--- config.mk ---
export PLATFORM = sky130hd
export DESIGN_NAME = mem_port_arbiter_flat
export DESIGN_NICKNAME = d
export VERILOG_FILES = /design/src/rtl/mem_port_arbiter_if.sv /design/src/rtl/mem_port_arbiter.sv /design/src/flat_wrapper.sv
export SDC_FILE = /design/constraint.sdc
export NUM_CORES = 1
export LEC_CHECK = 0
export ABC_CLOCK_PERIOD_IN_PS = 2000
export CAP_MARGIN = 25
export CORE_AREA = 2 2 131 133
export CTS_BUF_LIST = sky130_fd_sc_hd__clkbuf_8
export CTS_CLUSTER_SIZE = 30
export DETAILED_ROUTE_END_ITERATION = 8
export DIE_AREA = 0 0 133 135
export PLACE_DENSITY = 0.61
export RECOVER_POWER = 25
export SETUP_SLACK_MARGIN = 0.4
export SYNTH_ARGS = -nofsm -noshare
export SYNTH_HDL_FRONTEND = slang
export SYNTH_SLANG_ARGS = --single-unit
--- constraint.sdc ---
create_clock -name clock -period 2 [get_ports clock]
set_input_delay 0.4 -clock clock [delete_from_list [all_inputs] [get_ports clock]]
set_output_delay 0.4 -clock clock [all_outputs]
set_load 0.05 [all_outputs]
--- src/rtl/mem_port_arbiter_if.sv ---
// Request/response bundle between the core's I/D requesters, the port arbiter and one single-port BRAM.
// Ports: i_* (fetch request/response), d_* (data request/response), mem_* (BRAM command and read data).
// master: core requesters plus the BRAM (drive requests and mem_data_out); slave: the arbiter.
interface mem_port_arbiter_if #(
  parameter int DATA_WIDTH       = 32,
  parameter int ADDRESS_BITS     = 32,
  parameter int MEM_ADDRESS_BITS = 12
);
  localparam int BE_W = DATA_WIDTH / 8;

  // instruction side
  logic                        i_mem_read;
  logic [ADDRESS_BITS-1:0]     i_mem_address_in;
  logic [DATA_WIDTH-1:0]       i_mem_data_out;
  logic [ADDRESS_BITS-1:0]     i_mem_address_out;
  logic                        i_mem_valid;
  logic                        i_mem_ready;

  // data side
  logic                        d_mem_read;
  logic                        d_mem_write;
  logic [BE_W-1:0]             d_mem_byte_en;
  logic [ADDRESS_BITS-1:0]     d_mem_address_in;
  logic [DATA_WIDTH-1:0]       d_mem_data_in;
  logic [DATA_WIDTH-1:0]       d_mem_data_out;
  logic [ADDRESS_BITS-1:0]     d_mem_address_out;
  logic                        d_mem_valid;
  logic                        d_mem_ready;

  // memory side
  logic                        mem_read;
  logic                        mem_write;
  logic [BE_W-1:0]             mem_byte_en;
  logic [MEM_ADDRESS_BITS-1:0] mem_address;
  logic [DATA_WIDTH-1:0]       mem_data_in;
  logic [DATA_WIDTH-1:0]       mem_data_out;

  modport master (
    output i_mem_read, i_mem_address_in,
    input  i_mem_data_out, i_mem_address_out, i_mem_valid, i_mem_ready,
    output d_mem_read, d_mem_write, d_mem_byte_en, d_mem_address_in, d_mem_data_in,
    input  d_mem_data_out, d_mem_address_out, d_mem_valid, d_mem_ready,
    input  mem_read, mem_write, mem_byte_en, mem_address, mem_data_in,
    output mem_data_out
  );

  modport slave (
    input  i_mem_read, i_mem_address_in,
    output i_mem_data_out, i_mem_address_out, i_mem_valid, i_mem_ready,
    input  d_mem_read, d_mem_write, d_mem_byte_en, d_mem_address_in, d_mem_data_in,
    output d_mem_data_out, d_mem_address_out, d_mem_valid, d_mem_ready,
    output mem_read, mem_write, mem_byte_en, mem_address, mem_data_in,
    input  mem_data_out
  );
endinterface

--- src/rtl/mem_port_arbiter.sv ---
// Round-robin sharing of one single-port BRAM between instruction fetch and data access; counts conflicts.
// Latency: accept is combinational (ready same cycle); read response valid exactly 1 cycle after accept.
// Backpressure: loser of a conflict sees ready=0 and must hold its request. Ports: clock, reset (sync, low),
// bus (slave view of mem_port_arbiter_if), conflict_count (saturating count of cycles with both requesting).
module mem_port_arbiter #(
  parameter int DATA_WIDTH       = 32,
  parameter int ADDRESS_BITS     = 32,
  parameter int MEM_ADDRESS_BITS = 12,
  parameter int COUNT_BITS       = 16
) (
  input  logic                  clock,
  input  logic                  reset,
  mem_port_arbiter_if.slave     bus,
  output logic [COUNT_BITS-1:0] conflict_count
);
  localparam int BE_W = DATA_WIDTH / 8;
  localparam int OFS  = (BE_W > 1) ? $clog2(BE_W) : 0;

  typedef enum logic {SIDE_I = 1'b0, SIDE_D = 1'b1} side_e;

  side_e                   last_grant_q, last_grant_d;
  side_e                   resp_owner_q, resp_owner_d;
  logic                    resp_valid_q, resp_valid_d;
  logic [ADDRESS_BITS-1:0] i_addr_q, i_addr_d;
  logic [ADDRESS_BITS-1:0] d_addr_q, d_addr_d;
  logic [COUNT_BITS-1:0]   count_q, count_d;

  logic i_req, d_req, d_is_write, conflict, grant_i, grant_d;

  always_comb begin
    i_req      = bus.i_mem_read;
    d_req      = bus.d_mem_read | bus.d_mem_write;
    // read+write together is a write
    d_is_write = bus.d_mem_write;
    conflict   = i_req & d_req;
    // On a conflict the side that was not served last wins; nothing is granted while in reset.
    grant_i    = reset & i_req & (~d_req | (last_grant_q == SIDE_D));
    grant_d    = reset & d_req & (~i_req | (last_grant_q == SIDE_I));
  end

  // Memory command follows the granted side combinationally.
  always_comb begin
    bus.mem_read    = 1'b0;
    bus.mem_write   = 1'b0;
    bus.mem_byte_en = '0;
    bus.mem_address = '0;
    bus.mem_data_in = '0;
    if (grant_i) begin
      bus.mem_read    = 1'b1;
      bus.mem_address = bus.i_mem_address_in[OFS +: MEM_ADDRESS_BITS];
    end else if (grant_d) begin
      bus.mem_address = bus.d_mem_address_in[OFS +: MEM_ADDRESS_BITS];
      if (d_is_write) begin
        bus.mem_write   = 1'b1;
        bus.mem_byte_en = bus.d_mem_byte_en;
        bus.mem_data_in = bus.d_mem_data_in;
      end else begin
        bus.mem_read = 1'b1;
      end
    end
  end

  always_comb begin
    last_grant_d = last_grant_q;
    resp_owner_d = resp_owner_q;
    resp_valid_d = 1'b0;
    i_addr_d     = i_addr_q;
    d_addr_d     = d_addr_q;
    count_d      = count_q;
    if (grant_i) begin
      last_grant_d = SIDE_I;
      resp_valid_d = 1'b1;
      resp_owner_d = SIDE_I;
      i_addr_d     = bus.i_mem_address_in;
    end else if (grant_d) begin
      last_grant_d = SIDE_D;
      if (!d_is_write) begin
        resp_valid_d = 1'b1;
        resp_owner_d = SIDE_D;
        d_addr_d     = bus.d_mem_address_in;
      end
    end
    if (conflict && (count_q != {COUNT_BITS{1'b1}})) begin
      count_d = count_q + COUNT_BITS'(1);
    end
  end

  always_ff @(posedge clock) begin
    if (!reset) begin
      last_grant_q <= SIDE_I;
      resp_owner_q <= SIDE_I;
      resp_valid_q <= 1'b0;
      i_addr_q     <= '0;
      d_addr_q     <= '0;
      count_q      <= '0;
    end else begin
      last_grant_q <= last_grant_d;
      resp_owner_q <= resp_owner_d;
      resp_valid_q <= resp_valid_d;
      i_addr_q     <= i_addr_d;
      d_addr_q     <= d_addr_d;
      count_q      <= count_d;
    end
  end

  assign bus.i_mem_ready       = grant_i;
  assign bus.d_mem_ready       = grant_d;
  // Gating with reset suppresses a response whose accept was followed by reset.
  assign bus.i_mem_valid       = reset & resp_valid_q & (resp_owner_q == SIDE_I);
  assign bus.d_mem_valid       = reset & resp_valid_q & (resp_owner_q == SIDE_D);
  assign bus.i_mem_address_out = i_addr_q;
  assign bus.d_mem_address_out = d_addr_q;
  assign bus.i_mem_data_out    = bus.mem_data_out;
  assign bus.d_mem_data_out    = bus.mem_data_out;
  assign conflict_count        = count_q;
endmodule

--- src/flat_wrapper.sv ---
// flat-port wrapper written by rule: the top's interface ports become plain ports
module mem_port_arbiter_flat 
#(
  parameter int DATA_WIDTH       = 32,
  parameter int ADDRESS_BITS     = 32,
  parameter int MEM_ADDRESS_BITS = 12,
  parameter int COUNT_BITS       = 16
)
  (clock, reset, conflict_count, bus_i_mem_read, bus_i_mem_address_in, bus_i_mem_data_out, bus_i_mem_address_out, bus_i_mem_valid, bus_i_mem_ready, bus_d_mem_read, bus_d_mem_write, bus_d_mem_byte_en, bus_d_mem_address_in, bus_d_mem_data_in, bus_d_mem_data_out, bus_d_mem_address_out, bus_d_mem_valid, bus_d_mem_ready, bus_mem_read, bus_mem_write, bus_mem_byte_en, bus_mem_address, bus_mem_data_in, bus_mem_data_out);
  mem_port_arbiter_if #(.DATA_WIDTH(DATA_WIDTH), .ADDRESS_BITS(ADDRESS_BITS), .MEM_ADDRESS_BITS(MEM_ADDRESS_BITS)) bus_i ();
  input  logic clock;
  input  logic reset;
  output logic [COUNT_BITS-1:0] conflict_count;
  input wire logic [$bits(bus_i.i_mem_read)-1:0] bus_i_mem_read;
  input wire logic [$bits(bus_i.i_mem_address_in)-1:0] bus_i_mem_address_in;
  output wire logic [$bits(bus_i.i_mem_data_out)-1:0] bus_i_mem_data_out;
  output wire logic [$bits(bus_i.i_mem_address_out)-1:0] bus_i_mem_address_out;
  output wire logic [$bits(bus_i.i_mem_valid)-1:0] bus_i_mem_valid;
  output wire logic [$bits(bus_i.i_mem_ready)-1:0] bus_i_mem_ready;
  input wire logic [$bits(bus_i.d_mem_read)-1:0] bus_d_mem_read;
  input wire logic [$bits(bus_i.d_mem_write)-1:0] bus_d_mem_write;
  input wire logic [$bits(bus_i.d_mem_byte_en)-1:0] bus_d_mem_byte_en;
  input wire logic [$bits(bus_i.d_mem_address_in)-1:0] bus_d_mem_address_in;
  input wire logic [$bits(bus_i.d_mem_data_in)-1:0] bus_d_mem_data_in;
  output wire logic [$bits(bus_i.d_mem_data_out)-1:0] bus_d_mem_data_out;
  output wire logic [$bits(bus_i.d_mem_address_out)-1:0] bus_d_mem_address_out;
  output wire logic [$bits(bus_i.d_mem_valid)-1:0] bus_d_mem_valid;
  output wire logic [$bits(bus_i.d_mem_ready)-1:0] bus_d_mem_ready;
  output wire logic [$bits(bus_i.mem_read)-1:0] bus_mem_read;
  output wire logic [$bits(bus_i.mem_write)-1:0] bus_mem_write;
  output wire logic [$bits(bus_i.mem_byte_en)-1:0] bus_mem_byte_en;
  output wire logic [$bits(bus_i.mem_address)-1:0] bus_mem_address;
  output wire logic [$bits(bus_i.mem_data_in)-1:0] bus_mem_data_in;
  input wire logic [$bits(bus_i.mem_data_out)-1:0] bus_mem_data_out;
  assign bus_i.i_mem_read = bus_i_mem_read;
  assign bus_i.i_mem_address_in = bus_i_mem_address_in;
  assign bus_i_mem_data_out = bus_i.i_mem_data_out;
  assign bus_i_mem_address_out = bus_i.i_mem_address_out;
  assign bus_i_mem_valid = bus_i.i_mem_valid;
  assign bus_i_mem_ready = bus_i.i_mem_ready;
  assign bus_i.d_mem_read = bus_d_mem_read;
  assign bus_i.d_mem_write = bus_d_mem_write;
  assign bus_i.d_mem_byte_en = bus_d_mem_byte_en;
  assign bus_i.d_mem_address_in = bus_d_mem_address_in;
  assign bus_i.d_mem_data_in = bus_d_mem_data_in;
  assign bus_d_mem_data_out = bus_i.d_mem_data_out;
  assign bus_d_mem_address_out = bus_i.d_mem_address_out;
  assign bus_d_mem_valid = bus_i.d_mem_valid;
  assign bus_d_mem_ready = bus_i.d_mem_ready;
  assign bus_mem_read = bus_i.mem_read;
  assign bus_mem_write = bus_i.mem_write;
  assign bus_mem_byte_en = bus_i.mem_byte_en;
  assign bus_mem_address = bus_i.mem_address;
  assign bus_mem_data_in = bus_i.mem_data_in;
  assign bus_i.mem_data_out = bus_mem_data_out;
  mem_port_arbiter #(.DATA_WIDTH(DATA_WIDTH), .ADDRESS_BITS(ADDRESS_BITS), .MEM_ADDRESS_BITS(MEM_ADDRESS_BITS), .COUNT_BITS(COUNT_BITS)) u_core (.clock(clock), .reset(reset), .bus(bus_i), .conflict_count(conflict_count));
endmodule
After elaboration in Yosys (flattened, before gate mapping)
Cells that the tools add are included.

Bits in writable memories: 0. Bits in registers: 83. Bits in read-only memories: 0. Output and inout bits: 198. Memories: 0. Bits of input ports: 137. Latch bits: 0.

$mul: 0. Reductions and logical operators: 4. $lt $le $gt $ge: 0. Bitwise gates (word level): 18. Div/mod/pow operators: 0. Add/subtract/negate cells: 1. Shift operators: 0. Equality and inequality tests: 1. Muxes and demuxes: 14.

Operators by type and width (number): 2-to-1 mux 32 bit (3); 2-to-1 mux 12 bit (2); adder 16 x 1 -> 16 bit, second input constant (1); inequality test 16 bit, second input constant (1); 2-to-1 mux 4 bit (3); AND 1 bit (8); inverter 1 bit (7); 2-to-1 mux 1 bit (6); OR 1 bit (3); AND reduction 3 bit (1); AND reduction 2 bit (1); OR reduction 2 bit (1); logical AND 1 bit (1).

Longest topological paths before layout
Word-level depth: 6. Mapped depth: 6. Depth with buffers taken out: 5.

Worst setup path before layout
OpenSTA, ideal clock, no wires.

Path kind: in2out. Start point: in reset. End point: out bus_mem_address[10]. Path buffers: 1. Setup slack: -0.153 ns. Arrival time: 1.753 ns. Stages: 4. Cell sequence: a21boi_1 -> nor2b_1 -> buf_2 -> a22o_1.

Longest elaborated chain between the ends: 4. Elaborated cells between the ends (all ways): 6. Classes of those cells: 2 x mux; 4 x bitwise.

RTL lines: start: declaration (RTL line flat_wrapper.sv:12) `input logic reset;`; AND 1 bit (2 in a row) (RTL line mem_port_arbiter.sv:38) `grant_d = reset & d_req & (~i_req | (last_grant_q == SIDE_I));`; named net bus_d_mem_ready (RTL line flat_wrapper.sv:28) `output wire logic [$bits(bus_i.d_mem_ready)-1:0] bus_d_mem_ready;`; 2-to-1 mux 12 bit (RTL line mem_port_arbiter.sv:51) `end else if (grant_d) begin`; 2-to-1 mux 12 bit (RTL line mem_port_arbiter.sv:48) `if (grant_i) begin`; end: declaration (RTL line flat_wrapper.sv:32) `output wire logic [$bits(bus_i.mem_address)-1:0] bus_mem_address;`.

The timed path passes the listed nets, and every way through them passes these cells.

Worst setup path after layout
Start point: reg u_core.last_grant_q. End point: out bus_mem_address[4].

Longest elaborated chain between the ends: 5. Elaborated cells between the ends (all ways): 7. Classes of those cells: 2 x mux; 5 x bitwise.

RTL lines: start: declaration (RTL line mem_port_arbiter.sv:21) `side_e last_grant_q, last_grant_d;`; start signal: assignment (RTL line mem_port_arbiter.sv:97) `last_grant_q <= last_grant_d;`; inverter 1 bit (RTL line mem_port_arbiter.sv:38); OR 1 bit (RTL line mem_port_arbiter.sv:38); AND 1 bit (RTL line mem_port_arbiter.sv:38); 2-to-1 mux 12 bit (RTL line mem_port_arbiter.sv:51); 2-to-1 mux 12 bit (*) (RTL line mem_port_arbiter.sv:48).

Every way passes the cells marked *; elsewhere a longest branch is shown, timed or not.

==> results.toml <==
[setup_path]
crit_arrival_ns = 1.59
critPathLaunchType = "register"
endpoint_kind = "primary output"
crit_buf_inv = 2
worst-setup-path-type = "reg -> out"
crit_path_max_incr_delay_ns = 0.36
crit_required_ns = 1.60
crit_path_cell_trace = "o211a_2, buf_12, a22o_4, buf_12"
critical_path.top_delay_family = "compound AO/OA/AOI/OAI gates"
critical_path.most_common_cell = "buf_12"
slowest_stage = "dfxtp_4"
crit_path_max_fanout = 20

[min_path]
hp-class = "in -> reg"

[power_and_ir_drop]
internal_power_mw = 3.17
p_per_area_mw_per_mm2 = 590
pwr-share-clk = 0.290
finalPower_mw = 4.63
leakage_nw = 2.98
combPwrFrac = 0.328
power_frac_seq = 0.382
p_sw_mw = 1.46
swShare = 0.316
peakVddDrop_mv = 0.450

[route]
routed_via_density = 4.69
vias = 4285
drtAntennaViolNets = 0
drt-initial-drc-count = 125
wl_mm = 16.4
drc = 0
drtPass1Iterations = 4
wire_per_inst_um = 18.0

[cts]
clk_path_buf_depth = 2
root_buffer = "clkbuf_8"
clk-insertion-delay-late_ns = 0.36
clock-sinks = 83
clk_pin_slew_ns = 0.08
h-tree-depth = 3
numCtsBuffers = 9
tritoncts = "built"

[timing]
finalClockSkew_ns = 0.00497
rsz0062_at_grt = "true"
fin_crit_sh = 0.996
period_needed_ns = 1.99
slew_headroom = 0.694
tightest_slew_ns = 0.460
final_max_slew_viol_count = 0
fmax_mhz = 502
setup_viol = 0
hold_violations = 0

[placed_design]
dp_hpwl_mm = 11.8
gp_congestion = 0.818
io_buffers = 238
placed_area_mm2 = 0.00713

[synthesis]
synth-seq-cells = 83
synth_fp_nets = 627
synth_area_mm2 = 0.00398
yosysWarnings = 0
seq_area_frac_synth = 0.417
synth-edff-count = 0
async_flop_share = 0
synth.distinct_cells = 43
ys.flop_type = "dfxtp_1"
avgSynthCellArea_um2 = 8.15
postSynthCellCount = 489

[global_routing]
grt_pass1_wl_mm = 24.7
grt_pass1_vias = 4382
grt-ovfl-total = 0
grt_antenna_before_repair = 1
gr-usage-all-layers = 0.178
grt_max_degree = 39

[cells_and_area]
final_nets = 827
nFillCells = 1519
fin_area_mm2 = 0.00786
multi_input_area_mm2 = 0.00207
synthToLayoutAreaGrowth_pct = 97.2
drive_above_1_share = 0.412
seqCellArea_mm2 = 0.00169

[floorplan]
rows = 47
io_pins = 335
initial_core_util = 0.243
design.die.area_mm2 = 0.0180
die_height_um = 135
core_mm2 = 0.0164
die_w_um = 133

[status]
status = "finished, final reports clean"

[run]
cap_violations = 0
worst register-to-register path: stages (launching register included):
cell and delay (ns):
dfxtp_4 0.36, a21boi_4 0.14, buf_6 0.18, buf_6 0.11, nand3_2 0.06, buf_6 0.13
buf_6 0.11, buf_12 0.14, buf_12 0.14, nand2_1 0.07, a21oi_1 0.06
cells in the final DEF, fill, tap and decap left out, types with 4 or more instances in the layout:
master / count
nand2_1: 112
a21oi_1: 39
buf_6: 10
buf_4: 37
a22o_1: 12
o21ai_0: 23
nand3_1: 4
and3_4: 37
dfxtp_1: 68
a22o_4: 12
nand2b_1: 4
clkdlybuf4s50_1: 100
clkbuf_8: 10
dfxtp_4: 5
buf_16: 5
clkdlybuf4s15_2: 68
buf_12: 61
nand2_2: 4
dfxtp_2: 10
nand4_1: 4
kinds of logic after synthesis:
kind of cell	after synthesis	synth area share
compound gates	106	0.173
fa+ha+maj	1	0.00314
buf+inv	100	0.159
flops	83	0.417
mux	3	0.00754
simple gates	196	0.241
final timing paths:
path | start | end | slack (ns) | cells past startpoint
min reg2reg | u_core.bus.i_mem_address_out[21] | u_core.bus.i_mem_address_out[21] | 0.46 | 2
min | bus_i_mem_read | u_core.last_grant_q | 0.31 | 2
max reg2reg | u_core.last_grant_q | u_core.bus.d_mem_address_out[27] | 0.36 | 10
max | u_core.last_grant_q | bus_mem_address[4] | 0.007 | 4
registers in the layout, summed over array words and instances (netlist names):
register,flops
u_core.last_grant_q,1
u_core.conflict_count,16
u_core.bus.i_mem_address_out,32
u_core.bus.d_mem_address_out,32
u_core.resp_valid_q,1
u_core.resp_owner_q,1
through the flow:
stage	worst slack, ns	hold slack [ns]	setup TNS, ns	util	instances
2_1_floorplan	0.326	0.478	0	-	489
3_3_place_gp	-0.318	0.442	-21.99	0.435	880
3_5_place_dp	-0.299	0.449	-23.84	0.435	880
4_1_cts	-0.00334	0.463	-0.0119	0.472	906
5_1_grt	-0.0470	0.309	-0.993	0.479	913
6_report	0.00747	0.312	0	0.479	913
metal layers:
layer | part of all wire | GRT usage | vias up | wire, um
met4 | 0.025 | 0.0663 | 0 | 418
met1 | 0.39 | 0.202 | 2065 | 6480
met3 | 0.067 | 0.0544 | 38 | 1100
met2 | 0.51 | 0.316 | 149 | 8450
met5 | 0 | 0 | - | 0
li1 | - | - | 2033 | -
power by group through the flow:
| stage | combinational, mW | clock (mW) | sequential (mW) |
|---|---|---|---|
| 3_3_place_gp | 1.43 | 0 | 1.80 |
| 5_1_grt | 1.58 | 1.48 | 1.78 |
| 4_1_cts | 1.51 | 1.41 | 1.77 |
| 6_report | 1.52 | 1.34 | 1.77 |
| 3_5_place_dp | 1.44 | 0 | 1.81 |
| 2_1_floorplan | 0.830 | 0 | 2.04 |
Yosys cell counts, types with 2 or more instances:
library cell,number,share of area
o41ai_1,3,0.0066
and3_1,39,0.061
buf_4,65,0.12
clkbuf_1,22,0.021
mux2i_1,3,0.0075
nand2b_1,5,0.0079
nand2_1,115,0.11
or3_1,2,0.0031
dfxtp_1,83,0.42
nor3_1,3,0.0038
o311ai_0,3,0.0066
a22o_1,24,0.053
nor2_1,5,0.0047
o31ai_1,3,0.0057
o21ai_0,23,0.029
a21oi_1,40,0.050
inv_1,2,0.0019
or4_1,3,0.0057
o21a_1,2,0.0038
nand3_1,6,0.0075
nand4_1,4,0.0063
nor4_2,2,0.0063
buf_2,10,0.013
and4_1,3,0.0066
timing repair:
| action | 4_1_cts | 5_1_grt |
|---|---|---|
| setup endpoints to repair | 195 | 113 |
| resized for setup | 241 | 16 |
| hold buffers | 0 | 0 |
| cloned | 5 | 3 |
| buffers inserted | 7 | 3 |
| pin swaps | 8 | 7 |
layout make-up:
| cell class | instances | area share |
|---|---|---|
| repair buffers | 286 | 0.456 |
| multi-input cells | 306 | 0.264 |
| flip-flops and latches | 83 | 0.215 |
| well taps | 220 | 0.0350 |
| clock buffers | 10 | 0.0175 |
| clock inverters | 4 | 0.00971 |
| inverters | 3 | 0.00143 |
| diodes | 1 | 0.000319 |
(Power assumes the default switching activity.)
